==> config.mk <==
export PLATFORM = sky130hd
export DESIGN_NAME = hs_rx_deserializer
export DESIGN_NICKNAME = d
export VERILOG_FILES = /design/src/rtl/hs_rx_deserializer.sv
export SDC_FILE = /design/constraint.sdc
export NUM_CORES = 1
export LEC_CHECK = 0
export CAP_MARGIN = 15
export CORE_MARGIN = 1
export CORE_UTILIZATION = 40
export CTS_CLUSTER_DIAMETER = 100
export DETAILED_ROUTE_END_ITERATION = 10
export GPL_ROUTABILITY_DRIVEN = 0
export PLACE_DENSITY_LB_ADDON = 0.1
export SLEW_MARGIN = 25
export SYNTH_ARGS = -nofsm -noshare
export SYNTH_HDL_FRONTEND = slang
export SYNTH_SLANG_ARGS = --single-unit
==> constraint.sdc <==
create_clock -name i_clk -period 4.1 [get_ports i_clk]
set_input_delay 0.41 -clock i_clk [delete_from_list [all_inputs] [get_ports i_clk]]
set_output_delay 0.41 -clock i_clk [all_outputs]
set_load 0.1 [all_outputs]
==> src/rtl/hs_rx_deserializer.sv <==
// HS-mode receive deserializer: hunts for the leader byte on the serial lane, locks byte
// alignment and delivers LSB-first bytes as single-cycle strobes with a saturating burst count.
module hs_rx_deserializer #(
  parameter logic [7:0]  SYNC_BYTE    = 8'hB8,
  parameter int unsigned HUNT_TIMEOUT = 64,
  parameter int unsigned CNT_W        = 16
) (
  input  logic             i_clk,
  input  logic             i_rst_n,
  input  logic             i_hs_en,
  input  logic             i_hs_bit,
  output logic [7:0]       o_rx_byte,
  output logic             o_rx_valid,
  output logic             o_rx_active,
  output logic             o_sync_det,
  output logic             o_sync_err,
  output logic [CNT_W-1:0] o_rx_byte_cnt
);

  localparam int unsigned HUNT_W = 8;

  typedef enum logic [1:0] {
    S_IDLE    = 2'd0,
    S_HUNT    = 2'd1,
    S_RECEIVE = 2'd2,
    S_ERROR   = 2'd3
  } state_t;

  state_t              r_state;
  logic [7:0]          r_sreg;
  logic [2:0]          r_bit_cnt;
  logic [HUNT_W-1:0]   r_hunt_cnt;
  logic [7:0]          r_rx_byte;
  logic                r_rx_valid;
  logic                r_rx_active;
  logic                r_sync_det;
  logic                r_sync_err;
  logic [CNT_W-1:0]    r_byte_cnt;

  state_t              w_state_nxt;
  logic [7:0]          w_sreg_nxt;
  logic [2:0]          w_bit_cnt_nxt;
  logic [HUNT_W-1:0]   w_hunt_cnt_nxt;
  logic [7:0]          w_rx_byte_nxt;
  logic                w_rx_valid_nxt;
  logic                w_sync_det_nxt;
  logic                w_sync_err_nxt;
  logic [CNT_W-1:0]    w_byte_cnt_nxt;
  logic [7:0]          w_shift;
  logic [HUNT_W:0]     w_hunt_inc;

  assign w_shift    = {i_hs_bit, r_sreg[7:1]};
  assign w_hunt_inc = (HUNT_W+1)'(r_hunt_cnt) + (HUNT_W+1)'(1);

  // Next-state and next-output logic; dropping hs_en overrides every state
  always_comb begin
    w_state_nxt    = r_state;
    w_sreg_nxt     = r_sreg;
    w_bit_cnt_nxt  = r_bit_cnt;
    w_hunt_cnt_nxt = r_hunt_cnt;
    w_rx_byte_nxt  = r_rx_byte;
    w_rx_valid_nxt = 1'b0;
    w_sync_det_nxt = 1'b0;
    w_sync_err_nxt = 1'b0;
    w_byte_cnt_nxt = r_byte_cnt;

    if (!i_hs_en) begin
      w_state_nxt    = S_IDLE;
      w_sreg_nxt     = 8'd0;
      w_bit_cnt_nxt  = 3'd0;
      w_hunt_cnt_nxt = '0;
    end else begin
      case (r_state)
        S_IDLE: begin
          w_state_nxt    = S_HUNT;
          w_sreg_nxt     = 8'd0;
          w_bit_cnt_nxt  = 3'd0;
          w_hunt_cnt_nxt = '0;
          w_byte_cnt_nxt = '0;
        end
        S_HUNT: begin
          w_sreg_nxt     = w_shift;
          w_hunt_cnt_nxt = HUNT_W'(w_hunt_inc);
          if (w_shift == SYNC_BYTE) begin
            w_state_nxt    = S_RECEIVE;
            w_sync_det_nxt = 1'b1;
            w_bit_cnt_nxt  = 3'd0;
          end else if (w_hunt_inc == (HUNT_W+1)'(HUNT_TIMEOUT)) begin
            w_state_nxt    = S_ERROR;
            w_sync_err_nxt = 1'b1;
          end
        end
        S_RECEIVE: begin
          w_sreg_nxt    = w_shift;
          w_bit_cnt_nxt = r_bit_cnt + 3'd1;
          if (r_bit_cnt == 3'd7) begin
            w_rx_byte_nxt  = w_shift;
            w_rx_valid_nxt = 1'b1;
            if (r_byte_cnt != {CNT_W{1'b1}}) w_byte_cnt_nxt = r_byte_cnt + CNT_W'(1);
          end
        end
        default: begin
          w_state_nxt = S_ERROR;
        end
      endcase
    end
  end

  // State and output registers
  always_ff @(posedge i_clk or negedge i_rst_n) begin
    if (!i_rst_n) begin
      r_state     <= S_IDLE;
      r_sreg      <= 8'd0;
      r_bit_cnt   <= 3'd0;
      r_hunt_cnt  <= '0;
      r_rx_byte   <= 8'd0;
      r_rx_valid  <= 1'b0;
      r_rx_active <= 1'b0;
      r_sync_det  <= 1'b0;
      r_sync_err  <= 1'b0;
      r_byte_cnt  <= '0;
    end else begin
      r_state     <= w_state_nxt;
      r_sreg      <= w_sreg_nxt;
      r_bit_cnt   <= w_bit_cnt_nxt;
      r_hunt_cnt  <= w_hunt_cnt_nxt;
      r_rx_byte   <= w_rx_byte_nxt;
      r_rx_valid  <= w_rx_valid_nxt;
      r_rx_active <= (w_state_nxt == S_RECEIVE);
      r_sync_det  <= w_sync_det_nxt;
      r_sync_err  <= w_sync_err_nxt;
      r_byte_cnt  <= w_byte_cnt_nxt;
    end
  end

  assign o_rx_byte     = r_rx_byte;
  assign o_rx_valid    = r_rx_valid;
  assign o_rx_active   = r_rx_active;
  assign o_sync_det    = r_sync_det;
  assign o_sync_err    = r_sync_err;
  assign o_rx_byte_cnt = r_byte_cnt;

endmodule

---- Word level (Yosys, flattened, before mapping) ----
Index checks and enable logic that the tools add are counted.
word-level totals
  register bits after elaboration ......... 49
operators by class
  $add $sub $neg .......................... 3
  eq/ne operators ......................... 13
  mux-type cells .......................... 24
  reductions and logical operators ........ 6
operator list
  cell                                                             count
  16-bit two-way mux                                               2
  16-bit one-hot mux with 2 select lines                           1
  8-bit one-hot mux with 2 select lines                            2
  16-bit by 1-bit adder with 16-bit output, second input constant  1
  8-bit two-way mux                                                2
  16-bit != test, second input constant                            1
  1-bit two-way mux                                                10
  8-bit by 1-bit adder with 9-bit output, second input constant    1
  9-bit by 7-bit == test with 1-bit output, second input constant  1
  3-bit one-hot mux with 3 select lines                            1
  8-bit == test, second input constant                             1
  2-bit two-way mux                                                3
  3-bit two-way mux                                                2
  2-bit one-hot mux with 3 select lines                            1
  2-bit == test, second input constant                             2
  2-bit != test, second input constant                             2
  4-bit by 1-bit != test with 1-bit output, second input constant  1
  4-bit AND reduction                                              1
  3-bit by 1-bit adder with 3-bit output, second input constant    1
  3-bit == test, second input constant                             1
  3-bit by 1-bit != test with 1-bit output, second input constant  1
  3-bit by 2-bit != test with 1-bit output, second input constant  1
  3-bit != test, second input constant                             1
  3-bit AND reduction                                              1
  other kinds (5)                                                  5

---- Logic depth before layout (Yosys ltp) ----
  word-level depth ........................ 7
  gate-level depth with buffers ........... 7
  gate-level depth less buffers ........... 7

---- Worst setup path before layout ----
No wires, ideal clock.
  path type ............................... register -> register
  start point ............................. reg r_byte_cnt[1] (netlist: o_rx_byte_cnt[1])
  end point ............................... reg r_byte_cnt[8] (netlist: o_rx_byte_cnt[8])
  library setup time ...................... 0.132 ns
  data arrival time ....................... 2.398 ns
  required time ........................... 3.968 ns
  slack ................................... 1.570 ns
  cell stages (with the launch flop) ...... 8
  buffers on the path ..................... 1
  period minus slack after synthesis ...... 2.530 ns
  cell sequence ........................... dfrtp_1 ha_1 nand4_2 or4_1 buf_2 nand4b_1 xor2_1 nor2_1
between the ends
  word-level cells in the longest chain between the ends .. 4
  elaborated cells between the ends (all ways) .. 7
  those cells by class .................... add/sub (1); eq/ne (2); mux (3); reduce/logical (1)
ends and longest elaborated chain
  item                                      RTL line  RTL
  from (decl)                               38        logic [CNT_W-1:0] r_byte_cnt;
  from (signal assigned)                    132       r_byte_cnt <= w_byte_cnt_nxt;
  16-bit by 1-bit adder with 16-bit output  99        if (r_byte_cnt != {CNT_W{1'b1}}) w_byte_cnt_nxt = r_byte_cnt + CNT_W'(1);
  16-bit two-way mux                        99
  16-bit two-way mux                        96        if (r_bit_cnt == 3'd7) begin
  16-bit one-hot mux with 2 select lines    73        case (r_state)
Parallel ways exist; a longest one is shown, timed or not. The select of a mux whose other input is x is not followed.
A chain may end at the register's enable or synchronous reset.

---- Worst setup path after layout ----
  start point ............................. reg r_byte_cnt[3] (netlist: o_rx_byte_cnt[3])
  end point ............................... out o_rx_byte_cnt[3]
RTL lines
  item       RTL line  RTL
  to (decl)  17        output logic [CNT_W-1:0] o_rx_byte_cnt
No word-level cell between the ends.

==> implementation parameters <==
Parameter                              Value

Layout
  Fill cell count    508
  Post-layout nets    273
  Synthesis-to-layout area growth    20.49%
  Diodes inserted    0
  Area used by sequential logic in the layout    1201 um^2
  Area used by multi-input combinational logic    1137 um^2
  Share of layout cells above drive strength 1    11.45%

Power and ir drop
  Clock network fraction of total power    39.5%
  Switching component of the power    0.0002173 W
  Leakage component of the power    1.304 nW
  Ratio of total power to cell area    310.8 nW/um^2
  Proportion of total power due to net switching    24.30%
  Sequential share of power    53.9%
  Cell internal power dissipation    0.0006767 W
  Maximum vdd drop    0.1794 mV
  Share of power burned in combinational logic    6.6%

Worst setup path
  Cell with the largest stage delay on the worst path    clkdlybuf4s50_1
  CP Depth    1
  Series of cell instances along the critical path    clkdlybuf4s50_1
  Number of buffers and inverters on the critical path    1
  Setup crit end kind    output pin
  Reg2Reg Depth    7
  CP required    3.69 ns
  Type of element launching the critical path    flip-flop
  Highest net fanout along the worst path    7
  Arrival time worst endpoint    1.97 ns
  Delay of the slowest cell on the worst path    1.18 ns
  Critical setup path kind    reg2out
  Family with the most delay on the worst path    buffers and inverters

Drt
  # DRC    0
  Via/cell ratio    5.377
  Avg WL per Cell    14.06 um
  Final ANT Viol Nets    0
  Iteration count of the initial detailed-routing pass    4
  Wire length after detailed routing    4695 um
  Violation count after the first detailed-routing iteration    54
  Total via count in the routed design    1,796

Placed design
  Pre-CTS setup slack    1.491 ns
  HPWL after detailed placement    3154 um
  # port buffers    31

Yosys
  Fraction of the mapped netlist area in simple logic gates    22.54%
  Share of async-settable or async-resettable flops after synthesis    100.0%
  Largest family of logic cells by synthesized area    simple AND/OR/NAND/NOR gates
  Mapped Area    2387 um^2
  Warnings, synthesis    0
  Compound-gate portion of the synthesized area    10.22%
  Synth Instances    229
  Largest cells by area after synthesis    dfrtp_1 (50%), xor2_1 (5.5%), mux2_2 (5.2%), ha_1 (4.2%), nor2_1 (4.1%)
  Flops & latches, synth    48
  Mean cell area of the mapped netlist    10.42 um^2
  Share of the synthesized area in the top cell type    50.31%
  Number of enable flip-flop cells after synthesis    0
  Post-Synth Adder-Cell Area    4.193%
  Multiplexer fraction of the synthesized cell area    5.189%
  Cell taking the most area after synthesis    dfrtp_1
  Register area share after synthesis    50.31%
  Number of distinct library cells after synthesis    44
  Most instantiated flip-flop cell in the synthesis netlist    dfrtp_1
  Nets in the synthesized netlist    241
  Synth Area in XOR/XNOR    5.503%

GRT
  Number of antenna violations at the first check in global routing    0
  Vias in the first global route    1,601
  Total global routing track utilization    16.57%
  Wire length of the first global-routing pass    7872 um
  Pin count of the biggest net entering global routing    49
  Total congestion overflow after global routing    0

Floorplanning
  I/O pin total    32
  Effective utilization at floorplan    42.32%
  Area enclosed by the die boundary    6281 um^2
  DIE HEIGHT    79.26 um
  Placeable Area    5642 um^2
  Placement Rows    27
  Width of the die    79.26 um

STA
  Smallest setup slack after layout    1.723 ns
  Count of pins over their slew limit    0
  Setup clock skew after layout    0.007703 ns
  Final critical delay including setup and external delays    2.377 ns
  Share of the cycle needed by the critical path after routing    57.98%
  Worst-case headroom to the max-slew limit    35.26%
  Unrepaired setup endpoints after global routing    false
  Peak Freq    0.4207 GHz
  Number of endpoints failing setup at the final stage    0
  Final setup TNS    0 ns
  Slew at the pin closest to its max-slew limit    0.9680 ns
  Final hold vios    0

CTS
  Worst-path clk slew    0.09 ns
  Number of clock buffers inserted by TritonCTS    5
  Root buffer cell    clkbuf_8
  TritonCTS clock tree    yes
  H-tree level count    2
  Count of hold buffers inserted by post-cts repair    0
  Number of instances resized during post-cts repair    0
  Clock Path Buffers    2
  Setup fix buffers added after clock tree synthesis    0
  Clock net sink count    48
  Clock latency at the later pin of the worst-skew pair    0.31 ns

Run status
  Run status    complete, no violations

Job
  Max-capacitance violation count    0

Hold path
  Class of the tightest hold or removal check    in2async
==> layer usage <==
metal / up-vias / global-route usage (%) / part of all wire (%)
li1: 889 / - / -
met1: 877 / 23.24 / 50
met2: 24 / 24.40 / 46
met3: 6 / 4.483 / 2.9
met4: 0 / 6.000 / 1.4
met5: - / 0 / 0
==> placed cells by master, fill, tap and decap left out, types with 9 or more instances in the layout <==
master            n
a21oi_1           9
clkdlybuf4s50_1  30
dfrtp_1          48
mux2_2           11
nand2_1          16
nand3_1          13
nor2_1           26
o21ai_0          13
xor2_1           15
==> final cells by class <==
cell class              count  share of cell area [%]
flip-flops and latches     48                   41.76
multi-input cells         169                   39.54
repair buffers             32                   10.87
well taps                  72                   3.132
clock buffers               5                   2.392
clock inverters             3                   1.653
inverters                   5                  0.6525
==> synthesized netlist by cell type, types with 2 or more instances <==
cell / instances
inv_1: 4
buf_2: 3
xor2_1: 15
nand3_1: 13
nand4b_1: 2
nand4_1: 8
dfrtp_1: 48
nor4b_2: 2
clkbuf_1: 3
and3_1: 5
o2bb2ai_1: 2
mux2_2: 11
nand4_2: 2
or2_2: 2
nor3b_1: 7
o211ai_1: 3
or4_1: 3
and3_2: 2
o21ai_0: 13
a21oi_1: 9
nand2_1: 16
nor2_1: 26
nor2b_1: 2
ha_1: 8
==> final timing paths <==
check,start,end,slack [ns]
hold reg to reg,o_rx_byte[3],o_rx_byte[3],0.51
hold / removal,i_rst_n,o_rx_byte_cnt[7],0.19
setup / recovery,o_rx_byte_cnt[3],o_rx_byte_cnt[3],1.72
max in group asynchronous,i_rst_n,r_sreg[5],3.51
min in group i_clk,o_rx_byte[3],o_rx_byte[3],0.51
setup reg to reg,r_state[0],o_rx_byte_cnt[15],1.78
==> power by group through the flow <==
stage | logic, W | clock network (W) | registers [W]
4_1_cts | 0.0000606 | 0.000369 | 0.000482
5_1_grt | 0.0000692 | 0.000385 | 0.000483
2_1_floorplan | 0.0000389 | 0 | 0.000490
3_3_place_gp | 0.0000609 | 0 | 0.000491
6_report | 0.0000593 | 0.000353 | 0.000482
3_5_place_dp | 0.0000602 | 0 | 0.000491
==> sequential cells by signal (all words and copies together) (netlist names), 2 cells and up <==
| name | flops |
|---|---|
| r_sreg | 7 |
| r_hunt_cnt | 8 |
| r_state | 2 |
| o_rx_byte | 8 |
| o_rx_byte_cnt | 16 |
| r_bit_cnt | 3 |
==> logic make-up (layout without fill, tap and decap cells) <==
group,Yosys count,in the layout
muxes,11,11
xor gates and xnor gates,15,15
and+or+nand+nor,97,97
buffers and inverters,12,45
AOI/OAI and AO/OA,38,38
DFF,48,48
adders and majority gates,8,8
==> per-stage QoR <==
| stage | total power, W | utilization, % | hold slack [ns] | std cells | area (um^2) |
|---|---|---|---|---|---|
| final | 0.0008939 | 50.99 | 0.1889 | 334 | 2877 |
| after global routing | 0.0009371 | 50.99 | 0.2556 | 334 | 2877 |
| after CTS | 0.0009117 | 50.99 | 0.2136 | 334 | 2877 |
| after detailed placement | 0.0005511 | 48.92 | 0.4921 | 326 | 2760 |
| after global placement | 0.0005517 | 48.92 | 0.4892 | 326 | 2760 |
| after floorplan | 0.0005288 | - | 0.1144 | 229 | 2387 |
Note: power is estimated with default switching activity, not from simulation.
